===== config.mk =====
export PLATFORM = sky130hd
export DESIGN_NAME = afu_axi_rd_arbiter
export DESIGN_NICKNAME = d
export VERILOG_FILES = /design/src/rtl/afu_axi_rd_arbiter_pkg.sv /design/src/rtl/afu_axi_rd_arbiter_rr_arbiter.sv /design/src/rtl/afu_axi_rd_arbiter.sv
export SDC_FILE = /design/constraint.sdc
export NUM_CORES = 1
export LEC_CHECK = 0
export BUFFER_PORTS_ARGS = -buffer_cell sky130_fd_sc_hd__buf_2
export CORE_AREA = 2 2 510 512
export CTS_CLUSTER_SIZE = 10
export DETAILED_ROUTE_END_ITERATION = 10
export DIE_AREA = 0 0 512 514
export REMOVE_ABC_BUFFERS = 1
export SETUP_SLACK_MARGIN = 0.4
export SYNTH_ARGS = -nofsm -noshare
export SYNTH_HDL_FRONTEND = slang
export SYNTH_HIERARCHICAL = 1
export SYNTH_SLANG_ARGS = --single-unit
export TNS_END_PERCENT = 100

===== constraint.sdc =====
create_clock -name clk -period 4.21 [get_ports clk]
set_input_delay 0.6315 -clock clk [delete_from_list [all_inputs] [get_ports clk]]
set_output_delay 0.6315 -clock clk [all_outputs]
set_load 0.02 [all_outputs]

===== src/rtl/afu_axi_rd_arbiter_pkg.sv =====
// Shared constants for the AFU AXI read arbiter.
//   AXI_LEN_W     : width of AXI ARLEN / requester len fields
//   AXI_RESP_W    : width of AXI RRESP
//   AXI_RESP_OKAY : RRESP encoding of a clean beat
package afu_axi_rd_arbiter_pkg;

    localparam int unsigned AXI_LEN_W     = 8;
    localparam int unsigned AXI_RESP_W    = 2;
    localparam logic [1:0]  AXI_RESP_OKAY = 2'b00;

endpackage


===== src/rtl/afu_axi_rd_arbiter_rr_arbiter.sv =====
// Round-robin arbiter: the search starts at the priority pointer and wraps;
// the pointer moves to (winner + 1) mod NUM_REQS only when the grant is used.
//   clk, reset    : clock, synchronous active-high reset
//   requests      : per-requester eligibility
//   enable        : grant consumed this cycle (advances the pointer)
//   grant_onehot  : one-hot winner
//   grant_index   : binary winner index
//   grant_valid   : some requester won
module VX_rr_arbiter #(
    parameter int unsigned NUM_REQS = 4
) (
    input  logic                        clk,
    input  logic                        reset,
    input  logic [NUM_REQS-1:0]         requests,
    input  logic                        enable,
    output logic [NUM_REQS-1:0]         grant_onehot,
    output logic [$clog2(NUM_REQS)-1:0] grant_index,
    output logic                        grant_valid
);

    localparam int unsigned SEL_W = $clog2(NUM_REQS);

    logic [SEL_W-1:0] ptr_q, ptr_d;
    int unsigned      cand;

    always_comb begin
        grant_onehot = '0;
        grant_index  = '0;
        grant_valid  = 1'b0;
        cand         = 0;
        for (int unsigned off = 0; off < NUM_REQS; off++) begin
            cand = (32'(ptr_q) + off) % NUM_REQS;
            if (!grant_valid && requests[cand]) begin
                grant_valid        = 1'b1;
                grant_onehot[cand] = 1'b1;
                grant_index        = SEL_W'(cand);
            end
        end
    end

    always_comb begin
        ptr_d = ptr_q;
        if (enable && grant_valid) begin
            ptr_d = (32'(grant_index) == NUM_REQS - 1) ? '0 : grant_index + SEL_W'(1);
        end
    end

    always_ff @(posedge clk) begin
        if (reset) begin
            ptr_q <= '0;
        end else begin
            ptr_q <= ptr_d;
        end
    end

endmodule


===== src/rtl/afu_axi_rd_arbiter.sv =====
// Shares one AXI4 AR/R channel pair between NUM_REQS read requesters.
// Requests are granted round-robin into a one-deep AR register; the
// requester index rides in the upper ARID bits so R beats are routed back
// combinationally by RID. Each requester is throttled by its own count of
// accepted-but-unfinished bursts.
//   clk, reset            : clock, synchronous active-high reset
//   req_valid/ready/addr/len/tag : per-requester read request channel
//   rsp_valid/ready       : per-requester response handshake
//   rsp_data/last/tag     : shared response payload (from R)
//   m_axi_ar*, m_axi_r*   : AXI4 read master
//   rd_err                : sticky error (non-OKAY RRESP, bad RID, underflow)
//   busy                  : AR pending or any burst outstanding
module afu_axi_rd_arbiter
    import afu_axi_rd_arbiter_pkg::*;
#(
    parameter  int unsigned NUM_REQS    = 4,
    parameter  int unsigned ADDR_WIDTH  = 32,
    parameter  int unsigned DATA_WIDTH  = 512,
    parameter  int unsigned TAG_WIDTH   = 8,
    parameter  int unsigned MAX_PENDING = 16,
    localparam int unsigned REQ_SEL_W   = $clog2(NUM_REQS),
    localparam int unsigned ID_WIDTH    = TAG_WIDTH + REQ_SEL_W
) (
    input  logic                                   clk,
    input  logic                                   reset,
    input  logic [NUM_REQS-1:0]                    req_valid,
    output logic [NUM_REQS-1:0]                    req_ready,
    input  logic [NUM_REQS-1:0][ADDR_WIDTH-1:0]    req_addr,
    input  logic [NUM_REQS-1:0][AXI_LEN_W-1:0]     req_len,
    input  logic [NUM_REQS-1:0][TAG_WIDTH-1:0]     req_tag,
    output logic [NUM_REQS-1:0]                    rsp_valid,
    input  logic [NUM_REQS-1:0]                    rsp_ready,
    output logic [DATA_WIDTH-1:0]                  rsp_data,
    output logic                                   rsp_last,
    output logic [TAG_WIDTH-1:0]                   rsp_tag,
    output logic                                   m_axi_arvalid,
    input  logic                                   m_axi_arready,
    output logic [ADDR_WIDTH-1:0]                  m_axi_araddr,
    output logic [ID_WIDTH-1:0]                    m_axi_arid,
    output logic [AXI_LEN_W-1:0]                   m_axi_arlen,
    input  logic                                   m_axi_rvalid,
    output logic                                   m_axi_rready,
    input  logic [DATA_WIDTH-1:0]                  m_axi_rdata,
    input  logic                                   m_axi_rlast,
    input  logic [ID_WIDTH-1:0]                    m_axi_rid,
    input  logic [AXI_RESP_W-1:0]                  m_axi_rresp,
    output logic                                   rd_err,
    output logic                                   busy
);

    localparam int unsigned CNT_W = $clog2(MAX_PENDING + 1);

    // AR output register
    logic                  arvalid_q, arvalid_d;
    logic [ADDR_WIDTH-1:0] araddr_q, araddr_d;
    logic [ID_WIDTH-1:0]   arid_q, arid_d;
    logic [AXI_LEN_W-1:0]  arlen_q, arlen_d;
    logic                  rd_err_q, rd_err_d;

    logic                  load_en, ar_fire, req_fire;
    logic [REQ_SEL_W-1:0]  ar_idx;
    logic [NUM_REQS-1:0]   eligible, grant_oh, pend_nz, underflow;
    logic [REQ_SEL_W-1:0]  grant_idx;
    logic                  grant_any;

    logic [REQ_SEL_W-1:0]  rid_idx;
    logic [31:0]           rid_idx_ext;
    logic                  rid_bad, r_fire;

    assign load_en = !arvalid_q || m_axi_arready;
    assign ar_fire = arvalid_q && m_axi_arready;
    assign ar_idx  = arid_q[ID_WIDTH-1:TAG_WIDTH];

    VX_rr_arbiter #(
        .NUM_REQS (NUM_REQS)
    ) u_rr_arb (
        .clk          (clk),
        .reset        (reset),
        .requests     (eligible),
        .enable       (load_en),
        .grant_onehot (grant_oh),
        .grant_index  (grant_idx),
        .grant_valid  (grant_any)
    );

    assign req_fire  = grant_any && load_en;
    assign req_ready = grant_oh & {NUM_REQS{load_en}};

    always_comb begin
        arvalid_d = arvalid_q;
        araddr_d  = araddr_q;
        arid_d    = arid_q;
        arlen_d   = arlen_q;
        if (load_en) begin
            arvalid_d = req_fire;
            if (req_fire) begin
                araddr_d = req_addr[grant_idx];
                arid_d   = {grant_idx, req_tag[grant_idx]};
                arlen_d  = req_len[grant_idx];
            end
        end
    end

    // R routing; the index is widened so the range test stays meaningful
    // when NUM_REQS is not a power of two.
    assign rid_idx     = m_axi_rid[ID_WIDTH-1:TAG_WIDTH];
    assign rid_idx_ext = 32'(rid_idx);
    assign rid_bad     = rid_idx_ext >= NUM_REQS;

    always_comb begin
        rsp_valid    = '0;
        m_axi_rready = rid_bad;
        for (int unsigned i = 0; i < NUM_REQS; i++) begin
            if (!rid_bad && rid_idx_ext == i) begin
                rsp_valid[i] = m_axi_rvalid;
                m_axi_rready = rsp_ready[i];
            end
        end
    end

    assign r_fire   = m_axi_rvalid && m_axi_rready;
    assign rsp_data = m_axi_rdata;
    assign rsp_last = m_axi_rlast;
    assign rsp_tag  = m_axi_rid[TAG_WIDTH-1:0];

    // Per-requester outstanding-burst counters. The gate counts a burst still
    // sitting in the AR register so the counter can never pass MAX_PENDING.
    for (genvar g = 0; g < NUM_REQS; g++) begin : g_pend
        logic [CNT_W-1:0] cnt_q, cnt_d;
        logic             inc, dec, in_ar;

        assign in_ar = arvalid_q && (ar_idx == REQ_SEL_W'(g));
        assign inc   = ar_fire && (ar_idx == REQ_SEL_W'(g));
        assign dec   = r_fire && m_axi_rlast && !rid_bad && (rid_idx == REQ_SEL_W'(g));

        assign eligible[g]  = req_valid[g] &&
            (({1'b0, cnt_q} + (CNT_W+1)'(in_ar)) < (CNT_W+1)'(MAX_PENDING));
        assign underflow[g] = dec && !inc && (cnt_q == '0);
        assign pend_nz[g]   = cnt_q != '0;

        always_comb begin
            cnt_d = cnt_q;
            if (inc && !dec) begin
                cnt_d = cnt_q + CNT_W'(1);
            end else if (dec && !inc && cnt_q != '0) begin
                cnt_d = cnt_q - CNT_W'(1);
            end
        end

        always_ff @(posedge clk) begin
            if (reset) begin
                cnt_q <= '0;
            end else begin
                cnt_q <= cnt_d;
            end
        end
    end

    assign rd_err_d = rd_err_q
                    || (r_fire && (rid_bad || m_axi_rresp != AXI_RESP_OKAY))
                    || (|underflow);

    always_ff @(posedge clk) begin
        if (reset) begin
            arvalid_q <= 1'b0;
            araddr_q  <= '0;
            arid_q    <= '0;
            arlen_q   <= '0;
            rd_err_q  <= 1'b0;
        end else begin
            arvalid_q <= arvalid_d;
            araddr_q  <= araddr_d;
            arid_q    <= arid_d;
            arlen_q   <= arlen_d;
            rd_err_q  <= rd_err_d;
        end
    end

    assign m_axi_arvalid = arvalid_q;
    assign m_axi_araddr  = araddr_q;
    assign m_axi_arid    = arid_q;
    assign m_axi_arlen   = arlen_q;
    assign rd_err        = rd_err_q;
    assign busy          = arvalid_q || (|pend_nz);

endmodule


==> results of run 1 <==
## tightest hold or removal path, cell delays in order, from the launching register on
cell and delay [ns]:
dfxtp_1 0.30, nand2_1 0.05, a21oi_1 0.05
## report_power, final
group / internal (mW) / leakage (nW) / switching [mW]
logic: 1.75 / 2.70 / 2.20
registers: 0.905 / 0.611 / 0.116
clock network: 0.406 / 0.133 / 0.407
## final cells by class
type,count,area (um2),area share
Clock inverter,6,51.3,0.00448
Inverter,13,48.8,0.00426
Sequential cell,74,1490,0.130
Multi-Input combinational cell,429,3620,0.316
Tap cell,3402,4260,0.371
Timing Repair Buffer,312,1760,0.153
Antenna cell,3,7.51,0.000655
Clock buffer,10,229,0.0200
## registers in the layout, summed over array words and instances (netlist names), named ones only
name,flops
rd_err,1
m_axi_arvalid,1
m_axi_arlen,8
u_rr_arb/ptr_q,1
m_axi_arid,10
g_pend.cnt_q,20
m_axi_araddr,32
## cells by family (layout without fill, tap and decap cells)
kind of cell | after synthesis | in the layout | synth area share
AND/OR/NAND/NOR | 219 | 219 | 0.122
AO/OA/AOI/OAI | 108 | 109 | 0.0739
buffers and inverters | 574 | 341 | 0.454
XOR/XNOR | 14 | 14 | 0.0134
other | 0 | 3 | 0
flip-flops | 74 | 74 | 0.162
multiplexers | 65 | 65 | 0.141
adder cells (fa/ha/maj) | 22 | 22 | 0.0334
## path summary, 6_finish.rpt
check | startpoint | endpoint | slack [ns] | cells after the start
worst min register to register | m_axi_araddr[9] | m_axi_araddr[9] | 0.45 | 2
worst max register to register | g_pend[2].cnt_q[0] | m_axi_araddr[0] | 0.65 | 15
worst min-delay path | m_axi_araddr[9] | m_axi_araddr[9] | 0.45 | 2
worst max-delay path | m_axi_arid[9] | req_ready[2] | 0.54 | 12
## per-stage QoR
step	total power [mW]	setup WS [ns]
3_3_place_gp	4.98	0.535
3_5_place_dp	4.99	0.549
2_1_floorplan	3.24	0.308
6_report	5.78	0.539
5_1_grt	6.18	0.390
4_1_cts	5.84	0.412
## cells in the mapped netlist (5+ instances only)
cell type  count  area (um2)
nand3_1        8        40.0
a21oi_1       64         320
inv_1         12        45.0
nand2b_1       6        37.5
nand4_1        5        31.3
buf_4        524        3930
o21ai_0        6        30.0
mux2i_1       13         130
xnor2_1        9        78.8
nand2_1      111         417
a21o_1         5        37.5
nor3_1         9        45.0
and2_1        13        81.3
xor2_1         5        43.8
nor2_1        31         116
mux4_2        50        1130
ha_1          18         225
buf_2         16        80.1
clkbuf_1      17        63.8
dfxtp_1       74        1480
nor3b_1        6        45.0
## placed cells by master (no fill, tap or decap), types with 5 or more instances in the layout
master	n
a21oi_1	63
clkbuf_16	9
nand3_1	8
o21ai_0	5
xor2_1	5
inv_1	12
mux2i_1	13
buf_4	35
xnor2_1	9
mux4_2	51
nor2_1	31
ha_1	18
nand2b_1	6
nand4_1	5
dfxtp_1	71
nor3_1	7
buf_12	6
a21o_1	5
and2_1	12
buf_2	268
nand2_1	110
## what timing repair did
item                       4_1_cts  5_1_grt
gates cloned                     0        1
setup endpoints to repair        4        4
gates resized for setup          8       17
pin swaps                        1        2
buffers inserted                 2        3
## metal layers
| layer | wire length [um] | GRT usage | vias up | share of wire |
|---|---|---|---|---|
| met5 | 3270 | 0.0895 | - | 0.0097 |
| met4 | 18800 | 0.109 | 32 | 0.056 |
| met3 | 127000 | 0.447 | 167 | 0.38 |
| met2 | 167000 | 0.438 | 2815 | 0.50 |
| met1 | 20900 | 0.0392 | 3833 | 0.062 |
| li1 | - | - | 2596 | - |
==> metrics.yaml, run 1 <==
status:
  outcome: "completed"
placed_design:
  place_inst: 4224
  dp_hpwl_um: 330000
  place_area_um2: 11000
  place.port_buffers: 271
  gp_congestion: 1.47
global_routing:
  overflow: 0
  grt_pass1_vias: 6298
  antenna_found_initial: 7
  grt_pass1_wl_um: 351000
  grt_usage: 0.248
  grt_max_degree: 55
clock_network:
  cts.sink_count: 74
  numCtsBuffers: 9
  ctsHoldBuffers: 0
  htreeDepth: 3
  cts.reportedPaths.clkPinSlew_ns: 0.07
  cts-root-buf: "clkbuf_16"
  clk-insertion-delay-late_ns: 0.40
  clockBufferDepth: 2
  cts_tree: "yes"
cells_and_area:
  fillers: 30500
  drive_gt1_frac: 0.498
  stdcell_count: 4249
  area_growth_pct: 25.3
  design_area_um2: 11500
  nets: 1590
  post-route-util: 0.0444
power:
  power_density_nw_per_um2: 504
  peakVddDrop_uv: 353
  p_leak_nw: 3.45
routing:
  avgViaCountPerCell: 2.22
  route.detailed.drc: 0
  vias: 9443
  wirelength_um: 338000
  dr.pass1.iters: 7
  drtIter0Drc: 1164
  ant_nets: 0
  post_drt_wl_per_cell_um: 79.4
worst_setup_path:
  path_cells: "buf_4 -> nand2b_1 -> nor3_2 -> buf_4 -> nor3b_4 -> buf_4 -> nand2b_1 -> a32oi_4 -> nor2_1 -> a221o_1 -> and2_1 -> buf_4"
  crit_arrival_ns: 3.04
  critPathMostFrequentCell: "buf_4"
  cpMaxStageDelayCell: "a32oi_4"
  cp.required_ns: 3.58
  startpoint_type: "register"
  path_class: "register to primary output"
  critPathCaptureType: "primary output"
  crit_fanout: 8
  critPathMaxStageDelay_ns: 0.40
  crit_family: "simple AND/OR/NAND/NOR gates"
  path_buf_inv: 4
timing:
  slew_viol_final: 0
  maxSlewHeadroom: 0.402
  setup-violations-final: 0
  tightest_slew_ns: 0.897
  min_period_over_period: 0.872
  finalCriticalPeriod_ns: 3.67
  finalSetupTns_ns: 0
  max_freq_mhz: 272
  finalHoldViolations: 0
  whs_ns: 0.450
  rsz0062_at_grt: "false"
  fin_skew_ns: 0.0163
floorplanning:
  die_w_um: 512
  start_util: 0.0354
  core_um2: 258000
  ios: 1312
  rows: 187
  die_area_um2: 263000
  die_y_um: 514
logic_synthesis:
  yosysUniqueCellTypes: 67
  syn_area_um2: 9150
  synth_warnings: 6
  synth_edf_count: 0
  synthArstFlopShare: 0
  syn_inst: 1076
  synth_seq_cells: 74
  yosysSeqAreaShare: 0.162
  syn_avg_cell_area_um2: 8.50
  ys.flop_type: "dfxtp_1"
job:
  max-cap-violations: 0
min_path:
  hold_class: "register to register"
Note: power is estimated with default switching activity, not from simulation.
==> run 2, diff against run 1 <==
Settings changed: SYNTH_HIERARCHICAL 1 to not set.
==> run 2 against run 1 <==
Sequential share of layout area up 0.34 points. Wire length is 2.9% higher. Clock power up 9.2%. Via count shrank 3.7%. Synthesized cell count did not move. Critical endpoint is now req_ready[0]. Highest routed layer unchanged.
==> metrics.yaml, run 2 <==
timing:
  finalSetupTns_ns: 0
  fin_skew_ns: 0.0121
  setup-violations-final: 0
  finalHoldViolations: 0
  max_freq_mhz: 280
  finalCriticalPeriod_ns: 3.57
  rsz0062_at_grt: "false"
  slew_viol_final: 0
  tightest_slew_ns: 0.679
  min_period_over_period: 0.849
  maxSlewHeadroom: 0.543
worst_setup_path:
  crit_family: "simple AND/OR/NAND/NOR gates"
  critPathCaptureType: "primary output"
  path_depth: 9
  r2r-end: "m_axi_araddr[12]"
  crit_arrival_ns: 2.94
  path_buf_inv: 1
  path_class: "register to primary output"
  crit_fanout: 10
  critPathMaxStageDelay_ns: 0.59
  reg2reg_slack_ns: 0.75
  critPathMostFrequentCell: "nor2_1"
  rr_worst_depth: 9
  path_cells: "nand3_1 -> o21a_1 -> mux4_2 -> nor2_1 -> nand2_1 -> nor2_1 -> a221oi_1 -> nor2_1 -> buf_2"
  cpMaxStageDelayCell: "mux4_2"
  cp-endpoint: "req_ready[0]"
  startpoint_type: "register"
  cp.required_ns: 3.58
  startpoint: "g_pend[2].cnt_q[0]"
  r2r_start: "u_rr_arb.ptr_q[0]"
routing:
  avgViaCountPerCell: 2.15
  wirelength_um: 347000
  drtIter0Drc: 1278
  ant_nets: 0
  dr.pass1.iters: 7
  vias: 9096
  route.detailed.drc: 0
  post_drt_wl_per_cell_um: 82.2
logic_synthesis:
  synth_seq_cells: 74
  synthArstFlopShare: 0
  yosysSeqAreaShare: 0.162
  ys.flop_type: "dfxtp_1"
  synthTopCellsByCount: "buf_4 (532), mux2i_1 (110), dfxtp_1 (74), nand3b_1 (49), o221ai_1 (48)"
  yosysUniqueCellTypes: 53
  syn_inst: 1076
  syn_avg_cell_area_um2: 8.51
  syn_area_um2: 9160
  synth_most_common_cell: "buf_4"
  synth_edf_count: 0
  synth_warnings: 0
  synth_top_cell_area_share: 0.436
  ys_top_cells_by_area: "buf_4 (44%), dfxtp_1 (16%), mux2i_1 (12%), o221ai_1 (4.6%), nand3b_1 (4.0%)"
  synth.largest_area_cell: "buf_4"
floorplanning:
  ios: 1312
  die_area_um2: 263000
  die_y_um: 514
  die_w_um: 512
  rows: 187
  start_util: 0.0355
  core_um2: 258000
cells_and_area:
  largest_reg_flops: 32
  nets: 1566
  drive_gt1_frac: 0.399
  layout_common_cells: "buf_2 (271), mux2i_1 (110), dfxtp_1 (71)"
  stdcell_count: 4225
  post-route-util: 0.0431
  area_growth_pct: 21.5
  final_common_cell: "buf_2"
status:
  outcome: "completed"
clock_network:
  cts-root-buf: "clkbuf_16"
  postCtsSetupRepairBufs: 0
  htreeDepth: 3
  cts.reportedPaths.clkPinSlew_ns: 0.07
  cts_tree: "yes"
  clk-insertion-delay-late_ns: 0.39
  clockBufferDepth: 2
  cts.sink_count: 74
  numCtsBuffers: 9
  ctsHoldBuffers: 0
power:
  power_density_nw_per_um2: 519
  peakVddDrop_uv: 233
  p_leak_nw: 3.37
  p_total_mw: 5.77
min_path:
  hold_start: "m_axi_arid[7]"
  hold_class: "register to register"
  whs_path_depth: 2
placed_design:
  dp_hpwl_um: 339000
  place_inst: 4203
  gp_congestion: 1.47
  place.port_buffers: 271
global_routing:
  overflow: 0
  grt_pass1_vias: 6690
  antenna_found_initial: 26
  grt_usage: 0.255
  grt_max_degree: 46
  grt_pass1_wl_um: 362000
job:
  max-cap-violations: 0
-- run 2: cell types whose count changed in the layout (fill, tap and decap cells not counted), moves of 5 or more --
cell | previous run | this run
mux2i_1 | 13 | 110
nand2_1 | 110 | 13
nand3b_1 | 0 | 49
a21oi_1 | 63 | 16
o221ai_1 | 1 | 48
mux4_2 | 51 | 5
buf_4 | 35 | 18
nor2_1 | 31 | 45
and2_1 | 12 | 0
a221oi_1 | 1 | 6
nand2b_1 | 6 | 1
o21a_1 | 2 | 7
-- run 2: how the worst min path moves through the flow --
stage,end
floorplan,g_pend[1].cnt_q[2]
CTS,m_axi_araddr[28]
finish,m_axi_arid[7]
global placement,m_axi_araddr[4]
detailed placement,m_axi_arlen[4]
global route,m_axi_araddr[28]
-- run 2: worst min-delay path, cell delays in order (launching register included) --
cell and delay [ns]:
dfxtp_1 0.32, nand3b_1 0.08, o221ai_1 0.06
-- run 2: area by class of cell --
cell class | count | area (um2)
Fill cell | 30600 | 247000
Tap cell | 3402 | 4260
Multi-Input combinational cell | 419 | 3440
Timing Repair Buffer | 292 | 1550
Sequential cell | 74 | 1490
Clock buffer | 10 | 229
Clock inverter | 6 | 90.1
Inverter | 16 | 60.1
Antenna cell | 6 | 15.0
-- run 2: timing repair --
item / CTS / global route
resized for setup: 0 / 3
endpoints found under the setup margin: 0 / 4
hold endpoints to repair: 0 / 0
-- run 2: routing by layer --
| layer | part of all wire | vias to the layer above | wire, um | GRT usage |
|---|---|---|---|---|
| li1 | - | 2622 | - | - |
| met1 | 0.065 | 3721 | 22700 | 0.0415 |
| met2 | 0.49 | 2425 | 170000 | 0.444 |
| met3 | 0.36 | 254 | 124000 | 0.435 |
| met4 | 0.079 | 74 | 27400 | 0.166 |
| met5 | 0.010 | - | 3490 | 0.109 |
-- run 2: power breakdown --
group	internal [mW]	leakage [nW]	switching (mW)
combinational	1.49	2.61	2.33
sequential	0.920	0.610	0.154
clock	0.521	0.153	0.366
total	2.93	3.37	2.85
-- run 2: logic make-up (layout without fill, tap and decap cells) --
group | count (synthesis) | in the layout | share of synthesized area
buffers and inverters | 583 | 324 | 0.464
DFF | 74 | 74 | 0.162
other | 0 | 6 | 0
muxes | 115 | 115 | 0.132
adders and majority gates | 25 | 25 | 0.0374
and+or+nand+nor | 150 | 150 | 0.0938
xor gates and xnor gates | 16 | 16 | 0.0153
AOI/OAI and AO/OA | 113 | 113 | 0.0953
-- run 2: metrics by stage --
stage          instance area (um2)  setup WS (ns)  hold slack (ns)
2_1_floorplan                 4970          -2.60            0.467
3_3_place_gp                 10800          0.744            0.477
3_5_place_dp                 10800          0.716            0.477
4_1_cts                      11100          0.544            0.498
5_1_grt                      11100          0.433            0.521
6_report                     11100          0.637            0.497
